**config.mk**
```make
export PLATFORM = sky130hd
export DESIGN_NAME = uart_rx_fifo
export DESIGN_NICKNAME = d
export VERILOG_FILES = /design/src/rtl/uart_rx_fifo.sv
export SDC_FILE = /design/constraint.sdc
export NUM_CORES = 1
export LEC_CHECK = 0
export CORE_AREA = 2 2 75 77
export CTS_CLUSTER_DIAMETER = 50
export DETAILED_ROUTE_END_ITERATION = 12
export DIE_AREA = 0 0 77 79
export PLACE_DENSITY_LB_ADDON = 0.15
export RECOVER_POWER = 25
export SYNTH_ARGS = -nofsm -noshare
export SYNTH_HDL_FRONTEND = slang
export SYNTH_SLANG_ARGS = --single-unit
```
**constraint.sdc**
```tcl
create_clock -name clk -period 4.34 [get_ports clk]
set_input_delay 0.868 -clock clk [delete_from_list [all_inputs] [get_ports clk]]
set_output_delay 0.868 -clock clk [all_outputs]
set_load 0.02 [all_outputs]
```
**src/rtl/uart_rx_fifo.sv**
```systemverilog
// uart_rx_fifo: UART receiver that samples each bit once at its mid-point,
// checks parity/framing, detects line breaks and queues received frames
// into a show-ahead FIFO with overrun reporting.
module uart_rx_fifo #(
  parameter int CLK_FREQ   = 100_000_000,
  parameter int BAUD_RATE  = 115_200,
  parameter int NUM_BITS   = 8,
  parameter int PARITY     = 0,
  parameter int STOP_BITS  = 1,
  parameter int FIFO_DEPTH = 4
) (
  input  logic                clk,
  input  logic                rst_n,
  input  logic                rx,
  output logic [NUM_BITS-1:0] rd_data,
  output logic                rd_parity_err,
  output logic                rd_frame_err,
  output logic                rd_valid,
  input  logic                rd_ready,
  output logic                break_det,
  output logic                overrun
);

  localparam int BIT_CYC  = CLK_FREQ / BAUD_RATE;
  localparam int HALF_CYC = BIT_CYC / 2;
  localparam int CW       = $clog2(BIT_CYC);
  localparam int BW       = 4;
  localparam int AW       = $clog2(FIFO_DEPTH);
  localparam int EW       = NUM_BITS + 2;

  typedef enum logic [2:0] {IDLE, START, DATA, PAR, STOP, BRK} state_t;

  state_t state, state_next;

  logic                rx_meta;
  logic                rxs;
  logic [CW-1:0]       cyc_cnt;
  logic [BW-1:0]       bit_cnt;
  logic [NUM_BITS-1:0] data_sr;
  logic                par_bit;
  logic                ferr_acc;

  logic                half_end;
  logic                bit_end;
  logic                tick;
  logic                push_req;
  logic                brk_hit;
  logic                break_cond;
  logic                par_calc;
  logic                par_err;
  logic                frame_err_now;

  logic [EW-1:0]       mem [FIFO_DEPTH];
  logic [AW:0]         wr_ptr;
  logic [AW:0]         rd_ptr;
  logic                empty;
  logic                full;
  logic                pop;
  logic                push_ok;
  logic [EW-1:0]       push_entry;
  logic [EW-1:0]       head;

  assign half_end      = (cyc_cnt == CW'(HALF_CYC - 1));
  assign bit_end       = (cyc_cnt == CW'(BIT_CYC - 1));
  assign break_cond    = (data_sr == '0) && ((PARITY == 0) || !par_bit) && !rxs;
  assign par_calc      = (^data_sr) ^ par_bit;
  assign par_err       = (PARITY == 1) ? ~par_calc : (PARITY == 2) ? par_calc : 1'b0;
  assign frame_err_now = ferr_acc | ~rxs;

  // Two-flop synchronizer; idles high so reset never looks like a start bit
  always_ff @(posedge clk) begin
    if (!rst_n) begin
      rx_meta <= 1'b1;
      rxs     <= 1'b1;
    end else begin
      rx_meta <= rx;
      rxs     <= rx_meta;
    end
  end

  // Receiver state register
  always_ff @(posedge clk) begin
    if (!rst_n) state <= IDLE;
    else        state <= state_next;
  end

  // Next-state logic plus the per-bit sample strobe, push request and break hit
  always_comb begin
    state_next = state;
    tick       = 1'b0;
    push_req   = 1'b0;
    brk_hit    = 1'b0;
    case (state)
      IDLE: begin
        if (!rxs) state_next = START;
      end
      START: begin
        if (half_end) begin
          tick       = 1'b1;
          state_next = rxs ? IDLE : DATA;
        end
      end
      DATA: begin
        if (bit_end) begin
          tick = 1'b1;
          if (bit_cnt == BW'(NUM_BITS - 1)) state_next = (PARITY != 0) ? PAR : STOP;
        end
      end
      PAR: begin
        if (bit_end) begin
          tick       = 1'b1;
          state_next = STOP;
        end
      end
      STOP: begin
        if (bit_end) begin
          tick = 1'b1;
          if ((bit_cnt == '0) && break_cond) begin
            brk_hit    = 1'b1;
            state_next = BRK;
          end else if (bit_cnt == BW'(STOP_BITS - 1)) begin
            push_req   = 1'b1;
            state_next = IDLE;
          end
        end
      end
      BRK: begin
        if (rxs) state_next = IDLE;
      end
      default: state_next = IDLE;
    endcase
  end

  // Bit timing counters and frame assembly; idle states keep everything cleared
  always_ff @(posedge clk) begin
    if (!rst_n) begin
      cyc_cnt  <= '0;
      bit_cnt  <= '0;
      data_sr  <= '0;
      par_bit  <= 1'b0;
      ferr_acc <= 1'b0;
    end else if (state == IDLE || state == BRK) begin
      cyc_cnt  <= '0;
      bit_cnt  <= '0;
      data_sr  <= '0;
      par_bit  <= 1'b0;
      ferr_acc <= 1'b0;
    end else begin
      cyc_cnt <= tick ? '0 : cyc_cnt + CW'(1);
      if (tick) begin
        case (state)
          DATA: begin
            data_sr <= {rxs, data_sr[NUM_BITS-1:1]};
            bit_cnt <= (bit_cnt == BW'(NUM_BITS - 1)) ? '0 : bit_cnt + BW'(1);
          end
          PAR: par_bit <= rxs;
          STOP: begin
            bit_cnt  <= bit_cnt + BW'(1);
            ferr_acc <= frame_err_now;
          end
          default: ;
        endcase
      end
    end
  end

  assign empty      = (wr_ptr == rd_ptr);
  assign full       = (wr_ptr[AW] != rd_ptr[AW]) && (wr_ptr[AW-1:0] == rd_ptr[AW-1:0]);
  assign pop        = !empty && rd_ready;
  assign push_ok    = push_req && (!full || pop);
  assign push_entry = {data_sr, par_err, frame_err_now};
  assign head       = mem[rd_ptr[AW-1:0]];

  assign rd_valid      = !empty;
  assign rd_data       = rd_valid ? head[EW-1:2] : '0;
  assign rd_parity_err = rd_valid ? head[1] : 1'b0;
  assign rd_frame_err  = rd_valid ? head[0] : 1'b0;

  // FIFO storage; a full FIFO accepts a write only when the head leaves in the same cycle
  always_ff @(posedge clk) begin
    if (push_ok) mem[wr_ptr[AW-1:0]] <= push_entry;
  end

  // FIFO pointers (one extra wrap bit) and the single-cycle status pulses
  always_ff @(posedge clk) begin
    if (!rst_n) begin
      wr_ptr    <= '0;
      rd_ptr    <= '0;
      break_det <= 1'b0;
      overrun   <= 1'b0;
    end else begin
      if (push_ok) wr_ptr <= wr_ptr + (AW+1)'(1);
      if (pop)     rd_ptr <= rd_ptr + (AW+1)'(1);
      break_det <= brk_hit;
      overrun   <= push_req && full && !pop;
    end
  end

endmodule

```
======== After elaboration in Yosys (flattened, before gate mapping) ========
Memory sizes are Yosys's and may differ from the RTL's. A register that Yosys moved wholly into a read port is not among the register bits.
Cells that the tools add are included.
storage, ports and cells
  memory bits (writable) .................. 36
  register bits ........................... 36
  memories kept ........................... 1
  logic and storage cells ................. 91
cells by class
  reductions and logical operators ........ 25
  bitwise logic cells ..................... 3
  add/subtract/negate cells ............... 4
  eq/ne operators ......................... 19
  mux-type cells .......................... 28
memory list
  memory  words  width  rd ports  clocked after Yosys merged registers in  write ports  RTL line  RTL
  mem     4      9      1         1                                        1            53        logic [EW-1:0] mem [FIFO_DEPTH];
operator list
  kind                     number
  $mux W3                  9
  $pmux W3 S6              1
  $ne A2 B2 Y1 const B     7
  $mux W1                  11
  $add A10 B1 Y10 const B  1
  $eq A10 B10 Y1 const B   1
  $eq A10 B9 Y1 const B    1
  $logic_not A8 Y1         1
  $mux W8                  1
  $pmux W4 S2              1
  $reduce_and A8 Y1        1
  $logic_and A1 B1 Y1      7
  $add A3 B1 Y3 const B    2
  $eq A3 B2 Y1 const B     2
  $eq A3 B3 Y1 const B     2
  $mux W2                  3
  $reduce_and A2 Y1        3
  $reduce_or A3 Y1         2
  $add A4 B1 Y4 const B    1
  $eq A4 B3 Y1 const B     1
  $logic_not A1 Y1         4
  $logic_not A4 Y1         1
  $mux W4                  1
  $eq A3 B1 Y1 const B     1
  12 further kinds         14

======== Depth between registers and ports, before layout ========
  word-level depth ........................ 9
  mapped depth ............................ 8
  mapped depth without buffers ............ 7

======== Worst setup path before layout ========
OpenSTA, ideal clock, no wires.
  path type ............................... register to output
  from .................................... register (tool-made name)
  to ...................................... output rd_data[0]
  setup slack ............................. 1.962 ns
  data arrival time ....................... 1.510 ns
  cell stages (with the launch flop) ...... 4
  required time ........................... 3.472 ns
  path buffers ............................ 1
  cell sequence ........................... dfxtp_1 > clkbuf_1 > mux4_2 > nor2b_1
RTL lines
  element        RTL line  RTL
  end, declared  15        output logic [NUM_BITS-1:0] rd_data,

==> run summary <==
initial antenna violation count - 0
cell area after synthesis - 3221 um2
nets@finish - 301
fin crit share - 0.7238
final antenna-violating net count - 0
Via density - 5.398
largest net degree at the start of global routing - 18
Internal - 0.001052 W
CP cell instances - mux4_2, nor2b_1, clkdlybuf4s50_1
Placed Instances - 349
crit path kind - reg -> out
crit path max fanout - 9
CP Capture Type - primary output
I/O pin count - 17
clock share of power - 0.427
H-tree depth - 3
setup bufs post-CTS - 0
Critical-path top delay cell - dfxtp_1
Avg WL per Cell - 14.02 um
row count - 27
sequential share of power - 0.559
die footprint - 6083 um2
Bufs on Longest Clock Path - 2
synthesis-to-layout area growth - 12.20%
Seq/Total Area, Yosys - 0.5719
Die Y - 79 um
top cells by area, synth - edfxtp_1 (34%), dfxtp_1 (24%), mux4_2 (6.3%)
DRT Pass-1 Iters - 4
Reg clk slew, reported paths - 70 ps
Worst Clk Skew - 6.505 ps
number of synthesized flops with an enable pin - 36
Fmax - 318.3 MHz
share of cells above drive strength 1 - 0.1027
Slew headroom - 0.4403
Worst setup SP type - register
CTS buffer count - 9
worst vdd ir - 0.2076 mV
CP Data Required Time - 3470 ps
worst r2r src - cyc_cnt[8]$_SDFF_PP0_
total track usage - 0.1867
post-cts repair resize count - 0
wl on met1 - 2476 um
hold path startpoint - rx_meta$_SDFF_PN1_
Yosys warnings - 0
Yosys reg bits - 74
Hold EP - rxs$_SDFF_PN1_
vias after detailed routing - 1965
switching pwr - 0.0002546 W
WL final - 5102 um
ys async rst share - 0
routability cong. - 0.7740
R2R Path End - mem[3][7]$_DFFE_PP_
Antenna Cells - 0
Crit path largest cell delay - 670 ps
most frequent cells in the layout - dfxtp_1 (38), edfxtp_1 (36), nand2_1 (24), nor2_1 (24), clkdlybuf4s50_1 (15)
most common cell after layout, fill and taps aside - dfxtp_1
fin cells - 364
Comb power frac - 0.014
Synth Flop Type - dfxtp_1
met2 WL - 2402 um
syn_area_per_cell - 11.75 um2
CTS tree - built
Slew Limit Fails - 0
final setup fails - 0
Synth area leader - edfxtp_1
Overflow after GRT - 0
Hold Path Cell Cnt - 1
# port buffers - 15
FF/Latch Area - 1842 um2
starting density of the core - 0.6034
Max-Cap Viols - 0
CP top delay family - flip-flops
clock root buffer - clkbuf_8
area of the multi-input gates - 1284 um2
Clock Latency Late Sink - 330 ps
core area - 5338 um2
P per Cell Area - 361.6 nW/um2
actual slew at the worst max-slew pin - 833.2 ps
WL met3 - 131 um
flop2flop setup slack - 1710 ps
Design Power - 0.001307 W
R2R depth - 4
CTS Hold Buffers Added - 0
Min Clock Period, post-route - 3141 ps
Mapped Nets - 287
die span in x - 77 um
Core Util, Final - 0.6770
P_leak - 1.276 nW
Synth Instances - 274
switching share of power - 0.1948
CTS Sinks - 74
RSZ-0062 raised after global routing - no
Iteration-0 DRC Markers - 122
first-pass GRT wire length - 8797 um
worst path bufs/invs - 1
# fillers - 417
highest metal used - met4
Final Hold Viols - 0
Critical Path AT - 2270 ps
Setup TNS Final - 0 ps
Detail Placement HPWL - 3566 um
number of global-route vias before repair - 1839
outcome - finished, final reports clean
Hold/Removal Path Class - reg -> reg
Synth top area share - 0.3357
DRC viols - 0
Cell variety after synth - 46
worst max-delay path by stage:
stage	to	slack, ps	cells after the start	start
after global placement	mem[3][5]$_DFFE_PP_	1480	4	rd_ready
final	rd_data[4]	1200	3	register
after floorplan	rd_data[0]	1960	3	register
after detailed placement	mem[3][3]$_DFFE_PP_	1410	4	rd_ready
after CTS	rd_data[4]	1140	3	register
after global routing	rd_data[4]	1050	3	register
stage by stage:
stage	setup slack [ps]	area, um2	hold slack, ps
floorplan	1962	3221	386.3
global placement	1476	3407	400.4
detailed placement	1411	3407	401.1
CTS	1142	3613	418.7
global route	1054	3613	426.7
finish	1199	3613	418.0
Yosys cell counts (all sizes together) (2+ instances only):
cell type	n
a21oi	12
and3	5
xnor2	10
nor3	3
mux4	9
ha	9
nand2	24
nand2b	6
or3	2
edfxtp	36
o21ai	6
mux2i	6
and2	8
xor2	7
inv	9
nand3	12
nor2b	12
or3b	4
dfxtp	38
nor2	24
clkbuf	9
o21bai	2
buf	4
metal layers:
layer,vias up,global-route usage
li1,987,-
met1,943,0.2539
met2,27,0.2921
met3,8,0.04091
met4,0,0.08214
met5,-,0
kinds of logic (layout without fill, tap and decap cells):
| logic type | Yosys count | count (layout) | share of synthesized area |
|---|---|---|---|
| mux | 15 | 15 | 0.08158 |
| xor+xnor | 17 | 17 | 0.04623 |
| flops | 74 | 74 | 0.5719 |
| simple gates | 108 | 108 | 0.1756 |
| other cells | 1 | 1 | 0.001164 |
| buf+inv | 22 | 40 | 0.02952 |
| fa+ha+maj | 9 | 9 | 0.03497 |
| compound gates | 28 | 28 | 0.05905 |
state kept, by name, summed over array words and instances (netlist names), named ones only:
| signal | count |
|---|---|
| cyc_cnt | 10 |
| rx_meta | 1 |
| data_sr | 8 |
| wr_ptr | 3 |
| mem | 36 |
| bit_cnt | 4 |
| state | 3 |
| break_det | 1 |
| ferr_acc | 1 |
| rd_ptr | 3 |
| overrun | 1 |
| rxs | 1 |
power groups by stage:
stage                      logic, W  clock network [W]  registers [W]
final                     0.0000178           0.000559       0.000730
after floorplan           0.0000142                  0       0.000744
after global routing      0.0000198           0.000593       0.000730
after detailed placement  0.0000180                  0       0.000746
after global placement    0.0000180                  0       0.000746
after CTS                 0.0000180           0.000568       0.000730
final cells by class:
type                       instances  area share
clock buffer                       9     0.03428
multi-input combinational        178      0.3553
inverter                           9    0.009349
tap                               72     0.02493
sequential                        74      0.5097
clock inverter                     6     0.02285
timing repair buffer              16     0.04363
No activity file was read; power rests on OpenSTA's default activity.
